**config.mk**
```make
export PLATFORM = sky130hd
export DESIGN_NAME = fetch_stage
export DESIGN_NICKNAME = d
export VERILOG_FILES = /design/src/rtl/riscv_pkg.sv /design/src/rtl/fetch_stage.sv
export SDC_FILE = /design/constraint.sdc
export NUM_CORES = 1
export LEC_CHECK = 0
export ABC_AREA = 1
export BUFFER_PORTS_ARGS = -buffer_cell sky130_fd_sc_hd__buf_2
export CORE_MARGIN = 2
export CORE_UTILIZATION = 54
export DETAILED_ROUTE_END_ITERATION = 16
export PLACE_DENSITY = 0.86
export SYNTH_ARGS = -nofsm -noshare
export SYNTH_HDL_FRONTEND = slang
export SYNTH_SLANG_ARGS = --single-unit
```
**constraint.sdc**
```tcl
create_clock -name clk_i -period 6.8 [get_ports clk_i]
set_input_delay 0 -clock clk_i [delete_from_list [all_inputs] [get_ports clk_i]]
set_output_delay 0 -clock clk_i [all_outputs]
set_load 0.01 [all_outputs]
```
**src/rtl/riscv_pkg.sv**
```systemverilog
// Shared RV32I definitions: base opcodes, fetch defaults and the fetch FSM encoding.
// Imported by the fetch stage and by the decode/control unit.
package riscv_pkg;

    localparam logic [6:0] OPC_LUI      = 7'b0110111;
    localparam logic [6:0] OPC_AUIPC    = 7'b0010111;
    localparam logic [6:0] OPC_JAL      = 7'b1101111;
    localparam logic [6:0] OPC_JALR     = 7'b1100111;
    localparam logic [6:0] OPC_BRANCH   = 7'b1100011;
    localparam logic [6:0] OPC_LOAD     = 7'b0000011;
    localparam logic [6:0] OPC_STORE    = 7'b0100011;
    localparam logic [6:0] OPC_OP_IMM   = 7'b0010011;
    localparam logic [6:0] OPC_OP       = 7'b0110011;
    localparam logic [6:0] OPC_MISC_MEM = 7'b0001111;
    localparam logic [6:0] OPC_SYSTEM   = 7'b1110011;

    localparam logic [31:0] INSTR_NOP        = 32'h0000_0013;
    localparam logic [31:0] RESET_PC_DEFAULT = 32'h0000_0000;

    typedef enum logic [1:0] {
        S_REQ  = 2'd0,
        S_WAIT = 2'd1,
        S_HOLD = 2'd2
    } fetch_state_e;

endpackage

```
**src/rtl/fetch_stage.sv**
```systemverilog
// RV32I fetch stage with IF/ID register and one-entry skid buffer.
// One outstanding imem request; responses belonging to a redirected path are dropped.
module fetch_stage #(
    parameter logic [31:0] RESET_PC  = riscv_pkg::RESET_PC_DEFAULT,
    parameter logic [31:0] NOP_INSTR = riscv_pkg::INSTR_NOP
) (
    input  logic        clk_i,
    input  logic        rst_i,
    output logic        imem_req_o,
    output logic [31:0] imem_addr_o,
    input  logic        imem_gnt_i,
    input  logic        imem_rvalid_i,
    input  logic [31:0] imem_rdata_i,
    input  logic        stall_i,
    input  logic        redirect_i,
    input  logic [31:0] redirect_pc_i,
    output logic        if_valid_o,
    output logic [31:0] if_pc_o,
    output logic [31:0] if_instr_o,
    output logic [6:0]  if_opcode_o
);
    import riscv_pkg::*;

    fetch_state_e state_q, state_d;
    logic [31:0]  pc_q, pc_d;
    logic         drop_q, drop_d;
    logic         skid_valid_q, skid_valid_d;
    logic [31:0]  skid_pc_q, skid_instr_q;
    logic         skid_load;
    logic         ifv_q, ifv_d;
    logic [31:0]  if_pc_q, if_pc_d;
    logic [31:0]  if_instr_q, if_instr_d;
    logic [31:0]  redirect_target;
    logic         unused_redirect_lsbs;

    assign redirect_target      = {redirect_pc_i[31:2], 2'b00};
    assign unused_redirect_lsbs = ^redirect_pc_i[1:0];

    always_comb begin
        state_d      = state_q;
        pc_d         = pc_q;
        drop_d       = drop_q;
        skid_valid_d = skid_valid_q;
        skid_load    = 1'b0;
        ifv_d        = ifv_q;
        if_pc_d      = if_pc_q;
        if_instr_d   = if_instr_q;

        // Decode takes the held instruction; any load below overrides the bubble.
        if (ifv_q && !stall_i) begin
            ifv_d = 1'b0;
        end

        if (redirect_i) begin
            pc_d         = redirect_target;
            ifv_d        = 1'b0;
            skid_valid_d = 1'b0;
            case (state_q)
                S_REQ: begin
                    if (imem_gnt_i) begin
                        state_d = S_WAIT;
                        drop_d  = 1'b1;
                    end
                end
                S_WAIT: begin
                    if (imem_rvalid_i) begin
                        state_d = S_REQ;
                        drop_d  = 1'b0;
                    end else begin
                        drop_d  = 1'b1;
                    end
                end
                default: state_d = S_REQ;
            endcase
        end else begin
            case (state_q)
                S_REQ: begin
                    if (imem_gnt_i) begin
                        state_d = S_WAIT;
                    end
                end
                S_WAIT: begin
                    if (imem_rvalid_i) begin
                        if (drop_q) begin
                            drop_d  = 1'b0;
                            state_d = S_REQ;
                        end else if (!ifv_q || !stall_i) begin
                            ifv_d      = 1'b1;
                            if_pc_d    = pc_q;
                            if_instr_d = imem_rdata_i;
                            pc_d       = pc_q + 32'd4;
                            state_d    = S_REQ;
                        end else begin
                            skid_load    = 1'b1;
                            skid_valid_d = 1'b1;
                            state_d      = S_HOLD;
                        end
                    end
                end
                S_HOLD: begin
                    if (!stall_i && skid_valid_q) begin
                        ifv_d        = 1'b1;
                        if_pc_d      = skid_pc_q;
                        if_instr_d   = skid_instr_q;
                        skid_valid_d = 1'b0;
                        pc_d         = pc_q + 32'd4;
                        state_d      = S_REQ;
                    end
                end
                default: state_d = S_REQ;
            endcase
        end
    end

    always_ff @(posedge clk_i or posedge rst_i) begin
        if (rst_i) begin
            state_q      <= S_REQ;
            pc_q         <= RESET_PC;
            drop_q       <= 1'b0;
            skid_valid_q <= 1'b0;
            ifv_q        <= 1'b0;
            if_pc_q      <= 32'h0;
            if_instr_q   <= NOP_INSTR;
        end else begin
            state_q      <= state_d;
            pc_q         <= pc_d;
            drop_q       <= drop_d;
            skid_valid_q <= skid_valid_d;
            ifv_q        <= ifv_d;
            if_pc_q      <= if_pc_d;
            if_instr_q   <= if_instr_d;
        end
    end

    // Skid payload is qualified by skid_valid_q, so it needs no reset.
    always_ff @(posedge clk_i) begin
        if (skid_load) begin
            skid_pc_q    <= pc_q;
            skid_instr_q <= imem_rdata_i;
        end
    end

    assign imem_req_o  = (state_q == S_REQ) && !rst_i;
    assign imem_addr_o = pc_q;
    assign if_valid_o  = ifv_q;
    assign if_pc_o     = if_pc_q;
    assign if_instr_o  = ifv_q ? if_instr_q : NOP_INSTR;
    assign if_opcode_o = if_instr_o[6:0];

endmodule

```
== Word-level counts from Yosys, hierarchy flattened ==
Index checks and enable logic that the tools add are counted.

* Reduce and logical (&&, ||, !) cells: 18
* Equal/unequal tests: 12
* Mux-type cells: 50
* Bitwise operators: 1
* Add/sub/neg operators: 1

{| class="wikitable"
|+ Operators by type and width
! cell !! number
|-
| $mux 32 || 14
|-
| $pmux 32 s2 || 3
|-
| $add 32x3->32 const B || 1
|-
| $mux 1 || 21
|-
| $ne 3x3->1 const B || 6
|-
| $mux 2 || 7
|-
| $reduce_and 5->1 || 2
|-
| $ne 2x2->1 const B || 4
|-
| $reduce_bool 2->1 || 4
|-
| $pmux 1 s2 || 3
|-
| $pmux 2 s3 || 1
|-
| $reduce_and 6->1 || 1
|-
| $pmux 2 s2 || 1
|-
| $reduce_and 4->1 || 1
|-
| $logic_and 1x1->1 || 3
|-
| $logic_not 1->1 || 3
|-
| $reduce_bool 3->1 || 1
|-
| $eq 2x1->1 const B || 1
|-
| $eq 2x2->1 const B || 1
|-
| $logic_not 2->1 || 1
|-
| $reduce_and 2->1 || 1
|-
| $logic_or 1x1->1 || 1
|-
| $not 1->1 || 1
|}

* Output and inout bits: 105
* Input bits: 70
* Register bits: 165
* Logic and storage cells: 91

== Longest topological paths before layout ==
Gate-level depths: netlist of run 1.

* Word-level depth: 8
* Gate-level depth with buffers: 11
* Depth with buffers taken out: 10

== Worst setup path after synthesis of run 1 ==
OpenSTA, ideal clock, no wires.

* Path type: reg2reg
* Start point: register state_q[1]
* End point: register skid_instr_q[0] (enable)
* Clock period less this slack: 5.523 ns
* Path buffers: 0
* Setup time: 0.558 ns
* Arrival time: 4.964 ns
* Setup slack: 1.277 ns
* Data required time: 6.242 ns
* Stages on the path, launching flop included: 5
* Cells stage by stage: dfrtp_1 inv_1 ha_1 nand2_1 nor3_1

* Longest elaborated chain between the ends: 3

{| class="wikitable"
|+ Ends and longest elaborated chain
! item !! RTL line !! RTL
|-
| from (decl) || fetch_stage.sv:24 || <nowiki>fetch_state_e state_q, state_d;</nowiki>
|-
| from (signal assigned) || fetch_stage.sv:125 || <nowiki>state_q <= state_d;</nowiki>
|-
| $eq 2x1->1 || fetch_stage.sv:76 || <nowiki>case (state_q)</nowiki>
|-
| $mux 1 || fetch_stage.sv:76 ||
|-
| $mux 1 || fetch_stage.sv:54 || <nowiki>if (redirect_i) begin</nowiki>
|-
| via skid_load || fetch_stage.sv:29 || <nowiki>logic skid_load;</nowiki>
|-
| to (signal assigned) || fetch_stage.sv:139 || <nowiki>skid_instr_q <= imem_rdata_i;</nowiki>
|-
| to (decl) || fetch_stage.sv:28 || <nowiki>logic [31:0] skid_pc_q, skid_instr_q;</nowiki>
|}

The timed path passes the listed nets, and every way through them passes these cells.
A chain may end at the register's enable or synchronous reset.

== Worst setup path after layout of run 1 ==
* Start point: register state_q[0]
* End point: register pc_q[21] (netlist: imem_addr_o[21])

* Longest elaborated chain between the ends: 3
* Elaborated cells on any way between the ends: 10
* Classes of those cells: 6 x eq/ne; 2 x mux; 2 x reduce/logical

{| class="wikitable"
|+ Ends and longest elaborated chain
! item !! RTL line !! RTL
|-
| $eq 2x1->1 or $eq 2x2->1 (tied branches) || fetch_stage.sv:76 ||
|-
| $ne 3x3->1 (no source line), or another cell as far along || -- ||
|-
| $reduce_and 5->1 (no source line) or $mux 32 (tied branches) || -- ||
|-
| to (signal assigned) || fetch_stage.sv:126 || <nowiki>pc_q <= pc_d;</nowiki>
|-
| to (decl) || fetch_stage.sv:25 || <nowiki>logic [31:0] pc_q, pc_d;</nowiki>
|}

Several ways; a longest one is shown, not always the timed one.

==> results of run 1 <==
## synthesized netlist by cell type, drive strengths merged, types with 2 or more instances
cell type	instances
o21a	32
buf	35
edfxtp	62
dfrtp	94
nor3	2
nand3	43
a21oi	30
nor2	181
dfstp	3
clkbuf	19
nand2	237
or2	4
ha	4
xnor2	2
a31oi	3
o211ai	5
nand4	2
inv	86
o21ai	87
## sequential cells by signal, indices dropped and copies added (netlist names)
| name | count |
|---|---|
| if_instr_q | 32 |
| skid_instr_q | 32 |
| if_pc_o | 30 |
| imem_addr_o | 30 |
| skid_pc_q | 30 |
| state_q | 2 |
| drop_q | 1 |
| if_valid_o | 1 |
| skid_valid_q | 1 |
## logic make-up (layout without fill, tap and decap cells)
group	after synthesis	in the layout
simple gates	470	470
flops	159	159
compound gates	158	158
buf+inv	140	360
fa+ha+maj	4	4
xor+xnor	3	3
other cells	1	4
## stage by stage
stage	power (mW)	hold WS (ns)
global placement	2.942	0.1352
global route	4.252	0.05984
CTS	3.955	0.003081
detailed placement	2.997	0.1348
finish	3.977	0.03065
floorplan	2.504	0.04753
## path summary, 6_finish.rpt
path,to,cells past startpoint
setup / recovery,imem_addr_o[21],11
hold / removal,drop_q,3
setup reg to reg,imem_addr_o[21],11
hold reg to reg,if_instr_q[20],1
max in group asynchronous,if_instr_q[14],4
min in group asynchronous,drop_q,3
## layout make-up
| type | instances | area, um2 | area share (%) |
|---|---|---|---|
| Clock inverter | 14 | 145.1 | 1.475 |
| Sequential cell | 159 | 4293 | 43.63 |
| Timing Repair Buffer | 243 | 1567 | 15.92 |
| Clock buffer | 17 | 425.4 | 4.324 |
| Inverter | 86 | 325.3 | 3.307 |
| Multi-Input combinational cell | 639 | 2858 | 29.05 |
| Tap cell | 180 | 225.2 | 2.289 |
## worst max-delay path, delay by kind of cell (launching register included)
kind | cells | cell delay [ns]
adders and majority gates | 1 | 0.19
buffers and inverters | 5 | 1.82
and+or+nand+nor | 5 | 0.52
DFF | 1 | 0.36
## metal layers
metal | track usage, % | wire [um] | up-vias
li1 | - | - | 3413
met1 | 34.50 | 8515 | 3223
met2 | 44.61 | 9801 | 302
met3 | 6.502 | 1516 | 39
met4 | 10.16 | 461 | 0
met5 | 0 | 0 | -
## cell usage in the layout (no fill, tap or decap), types with 2 or more instances in the layout
cell,n
xnor2_1,2
o21a_1,32
o21ai_0,84
ha_1,4
nand4_1,2
edfxtp_1,62
dlygate4sd3_1,65
nand3_1,43
buf_2,168
or2_2,4
nor2_1,178
inv_2,2
bufinv_16,2
conb_1,4
clkinv_1,3
clkbuf_16,17
o21ai_1,3
a21oi_1,30
a31oi_1,3
buf_4,10
inv_1,82
o211ai_1,5
nand2_1,236
clkinv_4,3
nor2_4,2
dfstp_2,3
dfrtp_1,94
clkinvlp_4,5
## where the power goes
part / internal, mW / total, mW / switching (mW)
clock: 0.537 / 0.924 / 0.387
sequential: 1.32 / 1.63 / 0.302
combinational: 0.561 / 1.43 / 0.865
==> metrics.yaml, run 1 <==
status: "finished clean"
synth_area_leaders: "dfrtp_1, edfxtp_1, nand2_1"
fin_cells: 1338
yosys_warnings: 0
design.core.area_um2: 13930
die_h_um: 123.7
post-route-min-period_ns: 3.067
drive_above_1_share_pct: 19.26
tns_ns: 0
n_fill_cell: 990
overflow: 0
crit_path_start_kind: "flip-flop"
dieArea_um2: 15300
synth.mux.area_fraction_pct: 0
synth_top_family_by_area: "simple AND/OR/NAND/NOR gates"
hp-class: "primary input to flip-flop"
num_rows: 43
placed_area_um2: 8617
synth_top_cell_by_area: "dfrtp_1"
drt_iter0_drc: 763
slew_viol_final: 0
yosys.area_share.simple_pct: 24.18
area_growth_pct: 27.15
hold_buffers: 65
grt_pass1_vias: 6371
ios: 175
crit_path_top_delay_cell: "buf_4"
final_nets: 1220
clk_path_buf_depth: 2
cts.sinks: 159
synth_area_um2: 7737
async_reset_ff_share_pct: 61.01
fin_util_pct: 70.60
critPathMaxStageDelay_ns: 0.58
cts_made_buffers: 17
antenna_left: 0
dp_slack_ns: 3.781
timing.final.crit_share_pct: 45.10
dr.pass1.iters: 5
antenna_found_initial: 0
slew_headroom_pct: 22.17
cp_max_fo: 58
clock.fmax_ghz: 0.3261
hpwl_mm: 12.10
cts_root_buffer: "clkbuf_16"
yosys_register_bits: 159
rsz0062_at_grt: "no"
grt_usage_pct: 26.96
clk_latency_ns: 0.43
max-vdd-ir-drop_mv: 0.2344
critPathLaunch: "state_q[0]"
setup_slack_ns: 3.733
max-cap-violations: 0
htree_num_levels: 4
vias: 6977
synth_cells: 935
final_design_area_no_fill_um2: 9838
worst_pin_slew_ns: 1.167
numPortBuffers: 168
synth-adder-area-share_pct: 0.6468
routed_wl_mm: 20.29
hp-start: "redirect_i"
gp_congestion: 0.8849
grt_max_degree: 65
leakagePower_nw: 4.693
wire_per_inst_um: 15.17
synthXorXnorAreaFrac_pct: 0.3396
synth_area_per_cell_um2: 8.275
ys_seq_area_share_pct: 55.48
cts_tree: "done"
setup_viol: 0
arrival_ns: 3.37
criticalPathCategory: "flip-flop to flip-flop"
post_cts_resized: 0
dp_cells: 1242
grt_pass1_wl_mm: 31.53
cellPowerDensity_nw_per_um2: 404.2
synth_cell_types: 32
synth-compound-area-share_pct: 11.51
crit_path_end_kind: "flip-flop"
initial_core_util_pct: 55.53
synth-edff-count: 62
hold_violations: 0
drc: 0
clk_pin_slew_ns: 0.06
ff2ff_setup_slack_ns: 3.73
reg2reg_from: "state_q[0]"
die_w_um: 123.7
fin_worst_skew_ns: 0.01040
crit_required_ns: 7.11
cp_common_cell: "buf_4"
synth_flop_cell: "dfrtp_1"
vias_per_cell: 5.214
antenna_cells: 0
postCtsSetupBuffers: 0
crit_chain: "inv_1, ha_1, buf_4, inv_2, buf_4, nand3_1, nand3b_1, buf_4, nor2_1, nand2_1, nand2_1"
synth_top_area_share_pct: 30.40
Note: power is estimated with default switching activity, not from simulation.
==> run 2: changes to the inputs <==
Settings changed: ABC_AREA 1 to 0, CORE_UTILIZATION 54 to 48, PLACE_DENSITY 0.86 to 0.82.
Clock period 6.8 ns to 2.8 ns, I/O delays scaled along.
==> metrics.yaml, run 2 <==
leakagePower_nw: 3.988  # -15%
largestRegisters: "if_instr_q x32, skid_instr_q x32"
final_common_cell: "buf_2"
async_reset_ff_share_pct: 61.01  # unchanged
antenna_found_initial: 0  # unchanged
synth-edff-count: 62  # unchanged
synth_top_cell_by_area: "dfrtp_1"
synth_top_area_share_pct: 32.85  # +2.4 points
design.core.area_um2: 14530  # +4.3%
synth_cells: 638  # -32%
drc: 0  # unchanged
cts.sinks: 159  # unchanged
crit_path_start_kind: "flip-flop"
synth_area_per_cell_um2: 11.22  # +36%
crit_path_end_kind: "flip-flop"
wire_per_inst_um: 16.72  # +10%
vias_per_cell: 5.260  # +0.88%
setup_viol: 0  # unchanged
timing.final.crit_share_pct: 83.47  # +38 points
rr_endpoint: "if_pc_o[3]"
drive_above_1_share_pct: 26.03  # +6.8 points
synth_top_cells_by_count: "nand2_1, dfrtp_1, o21ai_0, mux2i_1, edfxtp_1"
cts_made_buffers: 17  # unchanged
ff2ff_setup_slack_ns: 0.46  # -3.27 ns
antenna_cells: 0  # unchanged
cts_tree: "done"
status: "finished clean"
antenna_left: 0  # unchanged
arrival_ns: 2.66  # -0.71 ns
initial_core_util_pct: 49.27  # -6.3 points
reg2reg_from: "state_q[1]"
cellPowerDensity_nw_per_um2: 795.4  # +97%
synth_flop_cell: "dfrtp_1"
dieArea_um2: 15910  # +4.0%
yosys_warnings: 0  # unchanged
grt_pass1_vias: 5645  # -11%
hold_violations: 0  # unchanged
htree_num_levels: 4  # unchanged
dr.pass1.iters: 4  # -1
hold_buffers: 67  # +3.1%
worst_pin_slew_ns: 0.8471  # -0.3204 ns
hpwl_mm: 11.01  # -9.0%
gp_congestion: 0.8271  # -6.5%
tns_ns: 0  # unchanged
fin_worst_skew_ns: 0.007694  # -0.002705 ns
hold-path-cell-count: 2  # -1
placed_area_um2: 8164  # -5.3%
grt_pass1_wl_mm: 28.82  # -8.6%
synth_area_leaders: "dfrtp_1, edfxtp_1, mux2i_1"
cp_max_fo: 64  # +10%
rsz0062_at_grt: "no"
numPortBuffers: 168  # unchanged
ios: 175  # unchanged
synth_cell_types: 51  # +59%
mostFrequentLayoutCells: "buf_2, nand2_1, dfrtp_1"
vias: 5555  # -20%
max-vdd-ir-drop_mv: 0.4749  # +100%
ys_seq_area_share_pct: 59.95  # +4.5 points
yosys_register_bits: 159  # unchanged
post_cts_resized: 0  # unchanged
clk_path_buf_depth: 2  # unchanged
die_h_um: 126.1  # +2.0%
crit_required_ns: 3.12  # -3.99 ns
clk_pin_slew_ns: 0.06  # about the same
final_nets: 933  # -24%
slew_headroom_pct: 43.52  # +21 points
postCtsSetupBuffers: 0  # unchanged
grt_max_degree: 65  # unchanged
die_w_um: 126.1  # +2.0%
min_to: "skid_instr_q[10]"
slew_viol_final: 0  # unchanged
final_design_area_no_fill_um2: 9492  # -3.5%
criticalPathCategory: "flip-flop to flip-flop"
cts_root_buffer: "clkbuf_16"
overflow: 0  # unchanged
clk_latency_ns: 0.42  # about the same
synth_area_um2: 7161  # -7.5%
num_rows: 44  # +2.3%
post-route-min-period_ns: 2.337  # -0.7297 ns
hp-start: "imem_rdata_i[10]"
drt_iter0_drc: 353  # -54%
grt_usage_pct: 22.88  # -4.1 points
area_growth_pct: 32.55
clock.fmax_ghz: 0.4279  # +31%
routed_wl_mm: 17.66  # -13%
yosysMostFrequentCell: "nand2_1"
finalPower_mw: 7.549  # +90%
reg2regPathDepth: 9  # -2
max-cap-violations: 0  # unchanged
hp-class: "primary input to flip-flop"
## run 2: changes by cell type after synthesis, moves of 9 or more
cell / delta
and2_1: +31
nor2_1: -156
nor4_1: +12
clkbuf_1: +13
inv_1: -72
a21oi_1: -25
nand3_1: -32
o21a_1: -32
xnor2_1: +14
nand2_1: -139
mux2i_1: +64
buf_2: -9
## run 2: cell type report
type,instances,area (um2)
Timing Repair Buffer,248,1647
Sequential cell,159,4293
Inverter,12,47.55
Tap cell,184,230.2
Clock buffer,22,474.2
Fill cell,1059,5042
Multi-Input combinational cell,421,2618
Clock inverter,10,182.7
## run 2: stage by stage
stage	utilization (%)	setup WS, ns	hold slack, ns	cells
finish	65.31	0.4629	0.3088	1056
global route	65.31	0.2323	0.3107	1056
CTS	65.31	0.4914	0.2880	1056
detailed placement	56.17	0.5051	0.1951	957
global placement	56.17	0.5482	0.1914	957
floorplan	-	0.09051	0.04641	641
## run 2: worst max-delay path by stage
stage,start,slack (ns),to
floorplan,state_q[1],0.09,skid_instr_q[0]
global placement,state_q[0],0.55,imem_addr_o[14]
detailed placement,state_q[1],0.51,if_pc_o[12]
CTS,state_q[1],0.49,if_pc_o[12]
global route,state_q[1],0.23,if_pc_o[3]
finish,state_q[1],0.46,if_pc_o[3]
## run 2: routing by layer
layer,global-route usage [%],up-vias,part of all wire [%]
li1,-,2689,-
met1,30.17,2652,44
met2,38.74,187,49
met3,3.823,27,5.4
met4,7.563,0,1.5
met5,0,-,0
## run 2: cells by family (layout without fill, tap and decap cells)
logic type      count (synthesis)  after routing  synth area share (%)
flops                         159            159                 59.95
xor+xnor                       18             18                 2.202
fa+ha+maj                       4              4                0.6990
buf+inv                        61            292                 3.879
other cells                     1              4               0.05237
mux                            66             66                 9.418
compound gates                113            113                 8.597
simple gates                  216            216                 15.20
## run 2: critical path: stages, from the launching register on
cell      delay [ns]
dfrtp_1         0.41
inv_1           0.09
ha_1            0.29
inv_1           0.11
a21oi_2         0.27
buf_4           0.27
nand4b_1        0.27
buf_12          0.29
nand2_1         0.11
o21ai_0         0.12
## run 2: where the power goes
part	total (mW)	switching [mW]	internal, mW
Combinational	1.76	1.03	0.730
Sequential	3.25	0.318	2.93
Clock	2.54	0.885	1.65
Total	7.55	2.24	5.31
